===== src/rtl/tf328_pkg.sv =====
// Shared definitions for the TF328 fast-RAM DRAM sequencer: state encoding,
// default timing parameters and the refresh-counter width helper.
package tf328_pkg;

   typedef enum logic [2:0] {
      S_IDLE,
      S_ROW,
      S_COLA,
      S_CAS,
      S_PRE,
      S_RCAS,
      S_RRAS
   } seqState_t;

   localparam int REFRESH_DIV_DEF = 220;
   localparam int TRP_DEF         = 2;
   localparam int TRAS_REF_DEF    = 3;

   // Bits needed to hold REFRESH_DIV-1; never narrower than one bit.
   function automatic int refCntWidth(input int div);
      return (div > 2) ? $clog2(div) : 1;
   endfunction

   localparam int REF_CNT_W = refCntWidth(REFRESH_DIV_DEF);

endpackage


===== src/rtl/dram_refresh_timer.sv =====
// Refresh interval down-counter with a saturating 2-bit count of refreshes owed.
// 'done' pulses for one cycle when a CBR refresh completes.
module dram_refresh_timer
   import tf328_pkg::*;
#(
   parameter int REFRESH_DIV = REFRESH_DIV_DEF,
   parameter int CNT_W       = REF_CNT_W
)
(
   input  logic       CLKCPU,
   input  logic       RESET,
   input  logic       done,
   output logic [1:0] pend
);

   localparam logic [CNT_W-1:0] RELOAD = CNT_W'(REFRESH_DIV - 1);

   logic [CNT_W-1:0] r_count;
   logic [1:0]       r_pend;
   logic             w_tick;

   assign w_tick = (r_count == '0);

   always_ff @(posedge CLKCPU or negedge RESET) begin
      if (!RESET)
         r_count <= RELOAD;
      else if (w_tick)
         r_count <= RELOAD;
      else
         r_count <= r_count - 1'b1;
   end

   // A new request and a completion in the same cycle cancel each other out.
   always_ff @(posedge CLKCPU or negedge RESET) begin
      if (!RESET)
         r_pend <= 2'd0;
      else if (w_tick && !done && (r_pend != 2'd3))
         r_pend <= r_pend + 2'd1;
      else if (done && !w_tick && (r_pend != 2'd0))
         r_pend <= r_pend - 2'd1;
   end

   assign pend = r_pend;

endmodule


===== src/rtl/dram_cycle_sequencer.sv =====
// TF328 fast-RAM sequencer: arbitrates 68EC020 cycles against CBR refresh and
// drives RAS/CAS/MUX/OE/ACK. Define DRAM_EARLY_ACK_EN for one-wait-state reads.
module dram_cycle_sequencer
   import tf328_pkg::*;
#(
   parameter int REFRESH_DIV = REFRESH_DIV_DEF,
   parameter int TRP         = TRP_DEF,
   parameter int TRAS_REF    = TRAS_REF_DEF
)
(
   input  logic       CLKCPU,
   input  logic       RESET,
   input  logic       AS20,
   input  logic       DS20,
   input  logic       RW20,
   input  logic       SEL,
   input  logic       BANK,
   input  logic [3:0] BE,
   output logic [1:0] RAS,
   output logic [3:0] CAS,
   output logic       RAM_MUX,
   output logic       RAMOE,
   output logic       ACK_N,
   output logic       BUSY,
   output logic [1:0] REF_PEND
);

   localparam int SEQ_W = (TRP > TRAS_REF) ? $clog2(TRP + 1) : $clog2(TRAS_REF + 1);
   localparam logic [SEQ_W-1:0] TRP_LOAD  = SEQ_W'(TRP - 1);
   localparam logic [SEQ_W-1:0] TRAS_LOAD = SEQ_W'(TRAS_REF - 1);

   seqState_t        r_state;
   seqState_t        w_nextState;
   logic [SEQ_W-1:0] r_cnt;
   logic [SEQ_W-1:0] w_cntNext;
   logic             w_refDone;
   logic [1:0]       w_pend;

   logic             r_bank;
   logic             r_read;
   logic [3:0]       r_be;
   logic             w_bankSel;

   logic [1:0]       r_ras;
   logic [3:0]       r_casLane;
   logic             r_casGate;
   logic             r_mux;
   logic             r_oe;
   logic             r_ack;
   logic             r_busy;

   logic [1:0]       w_ras;
   logic [3:0]       w_casLane;
   logic             w_casGate;
   logic             w_mux;
   logic             w_oe;
   logic             w_ack;

   dram_refresh_timer #(
      .REFRESH_DIV (REFRESH_DIV),
      .CNT_W       (refCntWidth(REFRESH_DIV))
   ) u_refreshTimer (
      .CLKCPU (CLKCPU),
      .RESET  (RESET),
      .done   (w_refDone),
      .pend   (w_pend)
   );

   // Strobes are registered from the next-state decode so they change glitch-free.
   always_ff @(posedge CLKCPU or negedge RESET) begin
      if (!RESET) begin
         r_state   <= S_IDLE;
         r_cnt     <= '0;
         r_bank    <= 1'b0;
         r_read    <= 1'b1;
         r_be      <= 4'h0;
         r_ras     <= 2'b11;
         r_casLane <= 4'h0;
         r_casGate <= 1'b0;
         r_mux     <= 1'b1;
         r_oe      <= 1'b1;
         r_ack     <= 1'b1;
         r_busy    <= 1'b0;
      end else begin
         r_state <= w_nextState;
         r_cnt   <= w_cntNext;
         if ((r_state == S_IDLE) && (w_nextState == S_ROW)) begin
            r_bank <= BANK;
            r_read <= RW20;
            r_be   <= BE;
         end
         r_ras     <= w_ras;
         r_casLane <= w_casLane;
         r_casGate <= w_casGate;
         r_mux     <= w_mux;
         r_oe      <= w_oe;
         r_ack     <= w_ack;
         r_busy    <= (w_nextState != S_IDLE);
      end
   end

   // Saturated refresh debt beats the CPU; otherwise the CPU wins over refresh.
   always_comb begin
      w_nextState = r_state;
      w_cntNext   = r_cnt;
      w_refDone   = 1'b0;
      case (r_state)
         S_IDLE: begin
            if (w_pend == 2'd3)
               w_nextState = S_RCAS;
            else if (!AS20 && SEL)
               w_nextState = S_ROW;
            else if (w_pend != 2'd0)
               w_nextState = S_RCAS;
         end
         S_ROW, S_COLA: begin
            if (AS20) begin
               w_nextState = S_PRE;
               w_cntNext   = TRP_LOAD;
            end else begin
               w_nextState = (r_state == S_ROW) ? S_COLA : S_CAS;
            end
         end
         S_CAS: begin
            if (AS20) begin
               w_nextState = S_PRE;
               w_cntNext   = TRP_LOAD;
            end
         end
         S_PRE: begin
            if (r_cnt == '0)
               w_nextState = S_IDLE;
            else
               w_cntNext = r_cnt - 1'b1;
         end
         S_RCAS: begin
            w_nextState = S_RRAS;
            w_cntNext   = TRAS_LOAD;
         end
         S_RRAS: begin
            if (r_cnt == '0) begin
               w_nextState = S_PRE;
               w_cntNext   = TRP_LOAD;
               w_refDone   = 1'b1;
            end else begin
               w_cntNext = r_cnt - 1'b1;
            end
         end
         default: w_nextState = S_IDLE;
      endcase
   end

   // The bank is only sampled live on the IDLE->ROW transition; later states use the latch.
   always_comb begin
      w_bankSel = (r_state == S_IDLE) ? BANK : r_bank;
      w_ras     = 2'b11;
      w_casLane = 4'h0;
      w_casGate = 1'b0;
      w_mux     = 1'b1;
      w_oe      = 1'b1;
      w_ack     = 1'b1;
      case (w_nextState)
         S_ROW: begin
            w_ras[w_bankSel] = 1'b0;
         end
         S_COLA: begin
            w_ras[w_bankSel] = 1'b0;
            w_mux            = 1'b0;
`ifdef DRAM_EARLY_ACK_EN
            if (r_read)
               w_ack = 1'b0;
`endif
         end
         S_CAS: begin
            w_ras[w_bankSel] = 1'b0;
            w_mux            = 1'b0;
            w_ack            = 1'b0;
            if (r_read) begin
               w_casLane = 4'hF;
               w_oe      = 1'b0;
            end else begin
               w_casLane = r_be;
               w_casGate = 1'b1;
            end
         end
         S_RCAS: begin
            w_casLane = 4'hF;
         end
         S_RRAS: begin
            w_casLane = 4'hF;
            w_ras     = 2'b00;
         end
         default: ;
      endcase
   end

   // Write lanes follow DS20 combinationally so CAS never precedes valid write data.
   assign CAS      = ~(r_casLane & (r_casGate ? {4{~DS20}} : 4'hF));
   assign RAS      = r_ras;
   assign RAM_MUX  = r_mux;
   assign RAMOE    = r_oe;
   assign ACK_N    = r_ack;
   assign BUSY     = r_busy;
   assign REF_PEND = w_pend;

endmodule


===== config.mk =====
export PLATFORM = sky130hd
export DESIGN_NAME = dram_cycle_sequencer
export DESIGN_NICKNAME = d
export VERILOG_FILES = /design/src/rtl/tf328_pkg.sv /design/src/rtl/dram_refresh_timer.sv /design/src/rtl/dram_cycle_sequencer.sv
export SDC_FILE = /design/constraint.sdc
export NUM_CORES = 1
export LEC_CHECK = 0
export ABC_AREA = 1
export BUFFER_PORTS_ARGS = -buffer_cell sky130_fd_sc_hd__buf_2
export CAP_MARGIN = 20
export CELL_PAD_IN_SITES_DETAIL_PLACEMENT = 1
export CELL_PAD_IN_SITES_GLOBAL_PLACEMENT = 2
export CORE_MARGIN = 4
export CORE_UTILIZATION = 38
export CTS_BUF_LIST = sky130_fd_sc_hd__clkbuf_4 sky130_fd_sc_hd__clkbuf_8
export CTS_CLUSTER_DIAMETER = 60
export DETAILED_ROUTE_END_ITERATION = 10
export GPL_TIMING_DRIVEN = 0
export MAX_ROUTING_LAYER = met4
export PLACE_DENSITY_LB_ADDON = 0.1
export RECOVER_POWER = 50
export SYNTH_ARGS = -nofsm -noshare
export SYNTH_HDL_FRONTEND = slang
export SYNTH_HIERARCHICAL = 1
export SYNTH_SLANG_ARGS = --single-unit

===== constraint.sdc =====
create_clock -name CLKCPU -period 3.98 [get_ports CLKCPU]
set_input_delay 0.199 -clock CLKCPU [delete_from_list [all_inputs] [get_ports CLKCPU]]
set_output_delay 0.199 -clock CLKCPU [all_outputs]
set_load 0.005 [all_outputs]

# --- Yosys cells after proc, flatten, opt, wreduce, memory -nomap -nowiden ---
# Cells that the tools add are included.
word_totals:
  reg_bits: 32
  latchBits: 0
  mem_bits_rw: 0
  romBits: 0
  input_bits: 11
  word_cells: 92
  memories: 0
op_classes:
  addsub: 4
  n_mul: 0
  div: 0
  n_lt_le_gt_ge: 2
  eq_ne: 15
  n_shift: 0
  muxes: 30
  bitwise_logic: 4
  reduce_logical: 23
ops:
  columns: ["op", "n"]
  rows:
  - ["2-to-1 mux 3 bit", 7]
  - ["one-hot mux 3 bit (6 select lines)", 1]
  - ["== test 3 bit, second input constant", 5]
  - ["== test 3 x 2 -> 1 bit, second input constant", 4]
  - ["2-to-1 mux 1 bit", 10]
  - ["2-to-1 mux 2 bit", 5]
  - ["zero test 8 bit", 1]
  - ["2-to-1 mux 4 bit", 2]
  - ["2-to-1 mux 8 bit", 1]
  - ["one-hot mux 2 bit (4 select lines)", 1]
  - ["one-hot mux 4 bit (2 select lines)", 1]
  - ["subtractor 8 x 1 -> 8 bit, second input constant", 1]
  - ["logical AND 1 bit", 7]
  - ["== test 3 x 1 -> 1 bit, second input constant", 2]
  - ["OR reduction 2 bit", 3]
  - ["OR reduction 3 bit", 2]
  - ["bitwise AND 4 bit", 1]
  - ["!= test 2 bit, second input constant", 2]
  - ["NOT 4 bit", 1]
  - ["one-hot mux 2 bit (2 select lines)", 1]
  - ["nonzero test 2 bit", 2]
  - ["nonzero test 4 bit", 1]
  - ["subtractor 2 x 1 -> 2 bit, second input constant", 2]
  - ["zero test 1 bit", 3]
  - ["other kinds (12)", 12]

# --- Depth between registers and ports, before layout ---
# Gate-level depths: netlist of the first run.
depth:
  ltp_word: 8
  ltp_mapped: 10
  depth_no_buf: 10

# --- By module ---
# The synthesis of the first run kept the hierarchy.
modules_own_cells:
  columns: ["module", "instances", "cells_each", "area_per_inst_um2", "seq_area_each_um2"]
  rows:
  - ["dram_cycle_sequencer", 1, 125, 1112.3, 558.0]
  - ["dram_refresh_timer", 1, 61, 509.2, 257.7]

# --- Worst setup path after synthesis of the first run ---
# No wires, ideal clock.
synth_timing:
  kind: "reg-to-reg"
  from: "reg r_cnt[0]"
  to: "reg r_bank"
  arrival_time_ns: 1.189
  required_ns: 3.864
  setup_slack_ns: 2.674
  path_stages_with_launch: 10
  path_buffers: 0
  path_cell_list: "dfrtp_1 inv_1 ha_1 inv_1 nor2_4 nor2_4 inv_4 nand4_2 nand2_1 nand2_1"
synth_via:
  elab_chain_cells: 5
  elab_cells_between_ends: 6
  classes_between: "1 x eq/ne; 3 x mux; 2 x reduce/logical"
synth_rtl:
  columns: ["item", "line", "rtl"]
  rows:
  - ["from (decl)", "dram_cycle_sequencer.sv:34", "logic [SEQ_W-1:0] r_cnt;"]
  - ["from (signal assigned)", "dram_cycle_sequencer.sv:86", "r_cnt <= w_cntNext;"]
  - ["zero test 2 bit *", "dram_cycle_sequencer.sv:131, dram_cycle_sequencer.sv:141", null]
  - ["2-to-1 mux 3 bit (on tied branches)", "dram_cycle_sequencer.sv:141, dram_cycle_sequencer.sv:131", null]
  - ["one-hot mux 3 bit (6 select lines) *", "dram_cycle_sequencer.sv:107", "case (r_state)"]
  - ["== test 3 x 1 -> 1 bit *", "dram_cycle_sequencer.sv:87", "if ((r_state == S_IDLE) && (w_nextState == S_ROW)) begin"]
  - ["logical AND 1 bit *", "dram_cycle_sequencer.sv:87", null]
  - ["to (signal assigned)", "dram_cycle_sequencer.sv:74", "r_bank <= 1'b0;"]
  - ["to (signal assigned)", "dram_cycle_sequencer.sv:88", "r_bank <= BANK;"]
  - ["to (decl)", "dram_cycle_sequencer.sv:39", "logic r_bank;"]
# Every way passes the cells marked *; elsewhere a longest branch is shown, timed or not.
# A chain may end at the register's enable or synchronous reset.

==> results.sh, run 1 <==
export IMPL_status="complete, but fails checks"
export IMPL_violations="capacitance limit, slew limit"
export IMPL_synth_distinct_cells=27
export IMPL_ys_ff_latch=32
export IMPL_grt_total_usage_pct=15.7
export IMPL_critPathBufInv=2
export IMPL_vdd_drop_max_v=0.000256
export IMPL_drc=0
export IMPL_finalSetupViolations=0
export IMPL_rsz0062_at_grt="false"
export IMPL_grt_antenna_before_repair=0
export IMPL_cts_inserted_buffers=5
export IMPL_power_density_mw_per_mm2=655
export IMPL_drv_slew=33
export IMPL_area_delta_synth_final_pct=17.5
export IMPL_core_sq_mm=0.00406
export IMPL_vias=1297
export IMPL_ys_top_cells_by_count="nand2_1 (58), dfrtp_1 (20), inv_1 (16), o21ai_0 (13), dfstp_2 (12)"
export IMPL_synth_edf_count=0
export IMPL_portBuffers=22
export IMPL_syn_avg_cell_area_sq_um=8.72
export IMPL_start_util_pct=40.0
export IMPL_max_stage_delay_ps=1220
export IMPL_clkSinkCount=32
export IMPL_worstPathArrival_ps=1960
export IMPL_io_pins=23
export IMPL_drive_gt1_share_pct=30.0
export IMPL_end_kind="asynchronous set/reset pin"
export IMPL_async_flop_share_pct=100
export IMPL_grt_overflow=0
export IMPL_totalNegativeSetupSlack_ps=0
export IMPL_yosysTopAreaCellShare_pct=30.9
export IMPL_synth_area_top_cells="dfrtp_1 (31%), dfstp_2 (19%), nand2_1 (13%), o21ai_0 (4.0%), inv_1 (3.7%)"
export IMPL_cts_hold_buf=1
export IMPL_slew_headroom_pct=-13.2
export IMPL_holdWs_ps=113
export IMPL_crit_chain="dlygate4sd3_1 > clkbuf_1"
export IMPL_hold_viol_final=0
export IMPL_period_needed_ps=1880
export IMPL_crit_type="primary input to asynchronous set/reset pin"
export IMPL_wl_um=3600
export IMPL_grt_max_degree=33
export IMPL_crit_required_ps=4060
export IMPL_via_per_inst=4.86
export IMPL_seq_area_frac_synth_pct=50.3
export IMPL_synth_most_common_cell="nand2_1"
export IMPL_cts_resized=0
export IMPL_p_leak_uw=0.000954
export IMPL_final_nets=230
export IMPL_clk_latency_ps=280
export IMPL_cts_root_buf="clkbuf_8"
export IMPL_detail_route_wl_per_cell_um=13.5
export IMPL_num_antenna_cells=0
export IMPL_postSynthCellCount=186
export IMPL_slowest_stage="clkbuf_1"
export IMPL_die_w_um=73.3
export IMPL_firstDrtPassIters=4
export IMPL_initialDrtViolationCount=40
export IMPL_syn_num_nets=200
export IMPL_start_kind="primary input"
export IMPL_final_util_pct=47.0
export IMPL_row_count=23
export IMPL_fmax_ghz=0.533
export IMPL_dp_final_hpwl_um=2850
export IMPL_clk_path_buf_depth=2
export IMPL_grt_pass1_wl_um=6270
export IMPL_finalCritPeriodShare_pct=47.1
export IMPL_maxCapViolations=1
export IMPL_min_path_type="primary input to flop"
export IMPL_ys_warn_count=6
export IMPL_synth_largest_area_cell="dfrtp_1"
export IMPL_netlist_area_sq_mm=0.00162
export IMPL_tritoncts="built"
export IMPL_drtAntennaViolNets=0
export IMPL_htree_levels=2
export IMPL_r2r_setup_slack_ps=2270
export IMPL_skew_ps=5.31
export IMPL_die_area_sq_mm=0.00538
export IMPL_gp_congestion=0.821
export IMPL_clk_pin_slew_ps=70
export IMPL_crit_family="buffers and inverters"
export IMPL_crit_fanout=32
export IMPL_worst_pin_slew_ps=1700
export IMPL_post_cts_buffers=0
export IMPL_synth_flop_cell="dfrtp_1"
export IMPL_grt_pass1_vias=1351
export IMPL_fp_dieH_um=73.3
[layout by cell type, fill, tap and decap left out]
cell           instances
clkbuf_8               5
clkinvlp_4             1
nand4_1                4
inv_2                  4
inv_1                 16
nand3_1               11
o21bai_2               1
nor2_8                 1
nand3_4                1
nand3_2                2
o21ai_0               13
nand2_1               58
or2_2                  2
inv_4                  1
bufinv_16              1
dfstp_2               12
a21oi_1                8
nor2_2                 2
clkbuf_1               3
nand2_4                1
nand4_2                1
nor3b_2                1
clkinv_2               1
nor2_1                11
buf_2                 20
nand2_2                4
dfrtp_1               20
o311ai_0               1
o21ai_1                1
ha_1                   3
xor2_1                 2
dlygate4sd3_1          1
nor2_4                 4
[metal layers]
layer | GRT usage (%) | part of all wire (%) | vias up
li1 | - | - | 653
met1 | 19.9 | 46 | 625
met2 | 24.9 | 49 | 13
met3 | 3.83 | 3.2 | 6
met4 | 4.83 | 1.6 | 0
met5 | - | 0 | -
[registers in the layout, summed over array words and instances (netlist names)]
name                    count
ACK_N                       1
BUSY                        1
RAMOE                       1
RAM_MUX                     1
RAS                         2
r_bank                      1
r_be                        4
r_casGate                   1
r_casLane                   4
r_cnt                       2
r_read                      1
r_state                     3
u_refreshTimer/pend         2
u_refreshTimer/r_count      8
[area by class of cell]
type	instances	area (sq um)
clock inverters	3	42.5
multi-input cells	132	713
repair buffers	23	118
flip-flops and latches	32	816
fillers	502	2150
plain buffers	1	3.75
clock buffers	5	68.8
inverters	21	81.3
well taps	50	62.6
[path summary, 6_finish.rpt]
check | start | to | depth (start not counted)
max | RESET | r_state[1] | 2
min | BE[0] | r_be[0] | 3
max reg2reg | r_state[2] | r_cnt[0] | 7
min reg2reg | u_refreshTimer/r_count[0] | u_refreshTimer/r_count[0] | 1
max in group CLKCPU | r_state[2] | r_cnt[0] | 7
min in group asynchronous | RESET | u_refreshTimer/r_count[2] | 2
[power breakdown]
group,internal (uW),switching [uW]
Sequential,422,44.1
Combinational,165,308
Clock,185,124
[kinds of logic (layout without fill, tap and decap cells)]
group,count (synthesis),after routing,synth area share (%)
AO/OA/AOI/OAI,24,24,8.02
XOR/XNOR,2,2,1.08
adder cells (fa/ha/maj),3,3,2.32
buffers and inverters,22,53,5.71
flip-flops,32,32,50.3
AND/OR/NAND/NOR,103,103,32.6
[through the flow]
step           instances  worst slack (ps)  power, uW  area [sq um]
2_1_floorplan        186              2670        824          1620
3_3_place_gp         258              2510        941          1790
3_5_place_dp         258              2480        962          1790
4_1_cts              267              2450       1280          1920
5_1_grt              267              1670       1350          1910
6_report             267              2100       1250          1910
No activity file was read; power rests on OpenSTA's default activity.
==> run 2: changes to the inputs <==
--- a/config.mk
+++ b/config.mk
@@ -11,7 +11,7 @@
 export CELL_PAD_IN_SITES_DETAIL_PLACEMENT = 1
 export CELL_PAD_IN_SITES_GLOBAL_PLACEMENT = 2
 export CORE_MARGIN = 4
-export CORE_UTILIZATION = 38
+export CORE_UTILIZATION = 35
 export CTS_BUF_LIST = sky130_fd_sc_hd__clkbuf_4 sky130_fd_sc_hd__clkbuf_8
 export CTS_CLUSTER_DIAMETER = 60
 export DETAILED_ROUTE_END_ITERATION = 10
==> constraint.sdc (replaced) <==
create_clock -name CLKCPU -period 2 [get_ports CLKCPU]
set_input_delay 0.1 -clock CLKCPU [delete_from_list [all_inputs] [get_ports CLKCPU]]
set_output_delay 0.1 -clock CLKCPU [all_outputs]
set_load 0.005 [all_outputs]
==> run 2 against run 1 <==
The flow now finishes without violations. Utilization decreased by 4.4 points. Worst hold slack got worse by 100 ps. Flip-flop and latch count unchanged. Largest power group unchanged. Sequential power increased by 99%. Clock-buffer cell count increased by 1. Non-clock buffer count unchanged. Critical endpoint is now r_cnt[0].
==> results.sh, run 2 (synthesized netlist as in run 1, its figures left out) <==
export IMPL_slew_headroom_pct=46.2
export IMPL_io_pins=23
export IMPL_largest_reg_flops=8
export IMPL_cts_root_buf="clkbuf_8"
export IMPL_rsz0062_at_grt="false"
export IMPL_final_nets=230
export IMPL_crit_type="flop to flop"
export IMPL_start_util_pct=36.7
export IMPL_power_density_mw_per_mm2=1260
export IMPL_min_path_type="primary input to flop"
export IMPL_crit_fanout=7
export IMPL_portBuffers=22
export IMPL_grt_pass1_wl_um=6630
export IMPL_finalCritPeriodShare_pct=80.5
export IMPL_clkSinkCount=32
export IMPL_fp_dieH_um=76.1
export IMPL_n_fill_cell=544
export IMPL_multiInputGateArea_sq_um=706
export IMPL_drive_gt1_share_pct=29.2
export IMPL_final_util_pct=42.5
export IMPL_firstDrtPassIters=4
export IMPL_gp_congestion=0.836
export IMPL_dp_final_hpwl_um=2990
export IMPL_grt_total_usage_pct=14.7
export IMPL_met2_usage_pct=25.2
export IMPL_die_w_um=76.1
export IMPL_drc=0
export IMPL_wl_um=3820
export IMPL_core_sq_mm=0.00441
export IMPL_clk_pin_slew_ps=60
export IMPL_r2r_start="r_state[1]"
export IMPL_cts_inserted_buffers=5
export IMPL_post_cts_buffers=0
export IMPL_ff_latch_area_sq_um=816
export IMPL_top_usage_layer="met2"
export IMPL_end_kind="flop"
export IMPL_start_kind="flop"
export IMPL_clk_path_buf_depth=2
export IMPL_die_area_sq_mm=0.00579
export IMPL_layout_cells_most_common="nand2_1"
export IMPL_slowest_stage="dfrtp_1"
export IMPL_detail_route_wl_per_cell_um=14.3
export IMPL_status="completed"
export IMPL_tritoncts="built"
export IMPL_crit_chain="inv_2 > nand2_1 > nand2_1 > nor3b_2 > o21ai_0 > o21ai_0"
export IMPL_num_antenna_cells=0
export IMPL_holdPathStages=3
export IMPL_area_delta_synth_final_pct=15.7
export IMPL_htree_levels=2
export IMPL_max_stage_delay_ps=480
export IMPL_row_count=24
export IMPL_cts_resized=0
export IMPL_maxCapViolations=0
export IMPL_p_leak_uw=0.000944
export IMPL_clk_latency_ps=280
export IMPL_final_cell_mix="nand2_1 (59), dfrtp_1 (20), buf_2 (18)"
export IMPL_via_per_inst=4.83
export IMPL_worst_pin_slew_ps=808
export IMPL_use_met1_pct=16.7
export IMPL_drv_slew=0
export IMPL_grt_antenna_before_repair=0
export IMPL_worstHoldEndpoint="r_read"
export IMPL_fmax_ghz=0.621
export IMPL_crit_required_ps=2150
export IMPL_reg2reg_depth=6
export IMPL_min_delay_start="RW20"
export IMPL_finalSetupViolations=0
export IMPL_totalNegativeSetupSlack_ps=0
export IMPL_initialDrtViolationCount=67
export IMPL_total_power_uw=2370
export IMPL_hold_viol_final=0
export IMPL_use_met3_pct=3.66
export IMPL_grt_max_degree=33
export IMPL_top_register="u_refreshTimer/r_count"
export IMPL_period_needed_ps=1610
export IMPL_grt_pass1_vias=1381
export IMPL_top_regs="u_refreshTimer/r_count x8, r_be x4, r_casLane x4"
export IMPL_grt_overflow=0
export IMPL_vdd_drop_max_v=0.000541
export IMPL_reg2reg_to="r_cnt[0]"
export IMPL_vias=1294
export IMPL_drtAntennaViolNets=0
export IMPL_skew_ps=6.16
export IMPL_r2r_setup_slack_ps=390
export IMPL_worstPathArrival_ps=1760
run 2: routing by layer:
layer,wire length (um),vias to the layer above
met1,1660,613
met2,1990,17
met4,57,0
met3,117,8
met5,0,-
li1,-,656
run 2: final cells by class:
class	instances	share of cell area (%)
timing repair buffer	23	6.20
inverter	21	4.33
buffer	1	0.600
sequential	32	43.5
multi-input combinational	132	37.6
tap	52	3.47
clock inverter	1	0.267
clock buffer	6	4.07
run 2: worst max path at each step:
| stage | startpoint | end | slack [ps] | cells after the start |
|---|---|---|---|---|
| after floorplan | r_cnt[0] | r_bank | 690 | 9 |
| after global placement | r_cnt[0] | r_be[1] | 540 | 9 |
| after detailed placement | u_refreshTimer/r_count[0] | u_refreshTimer/pend[0] | 470 | 9 |
| after CTS | u_refreshTimer/r_count[0] | u_refreshTimer/pend[0] | 450 | 9 |
| after global routing | r_state[1] | r_cnt[0] | 200 | 6 |
| final | r_state[1] | r_cnt[0] | 390 | 6 |
run 2: worst max-delay path, delay by kind of cell, from the launching register on:
family / cells / cell delay, ps
AOI/OAI and AO/OA: 2 / 230
buffers and inverters: 1 / 80
DFF: 1 / 480
and+or+nand+nor: 3 / 690
run 2: repair_timing:
item,4_1_cts,5_1_grt
setup endpoints to repair,0,0
hold buffers,1,0
hold endpoints to repair,20,0
run 2: report_power, final:
group	total (uW)	internal, uW	switching (uW)
Sequential	926	840	85.9
Combinational	967	337	631
Clock	479	250	230
Total	2370	1430	946
run 2: through the flow:
step	instances	area, sq um	hold slack [ps]	setup WS (ps)
floorplan	186	1620	-196	694
global placement	260	1800	184	537
detailed placement	260	1800	197	471
CTS	268	1890	6.99	453
global route	268	1880	10.4	198
finish	268	1880	10.1	390
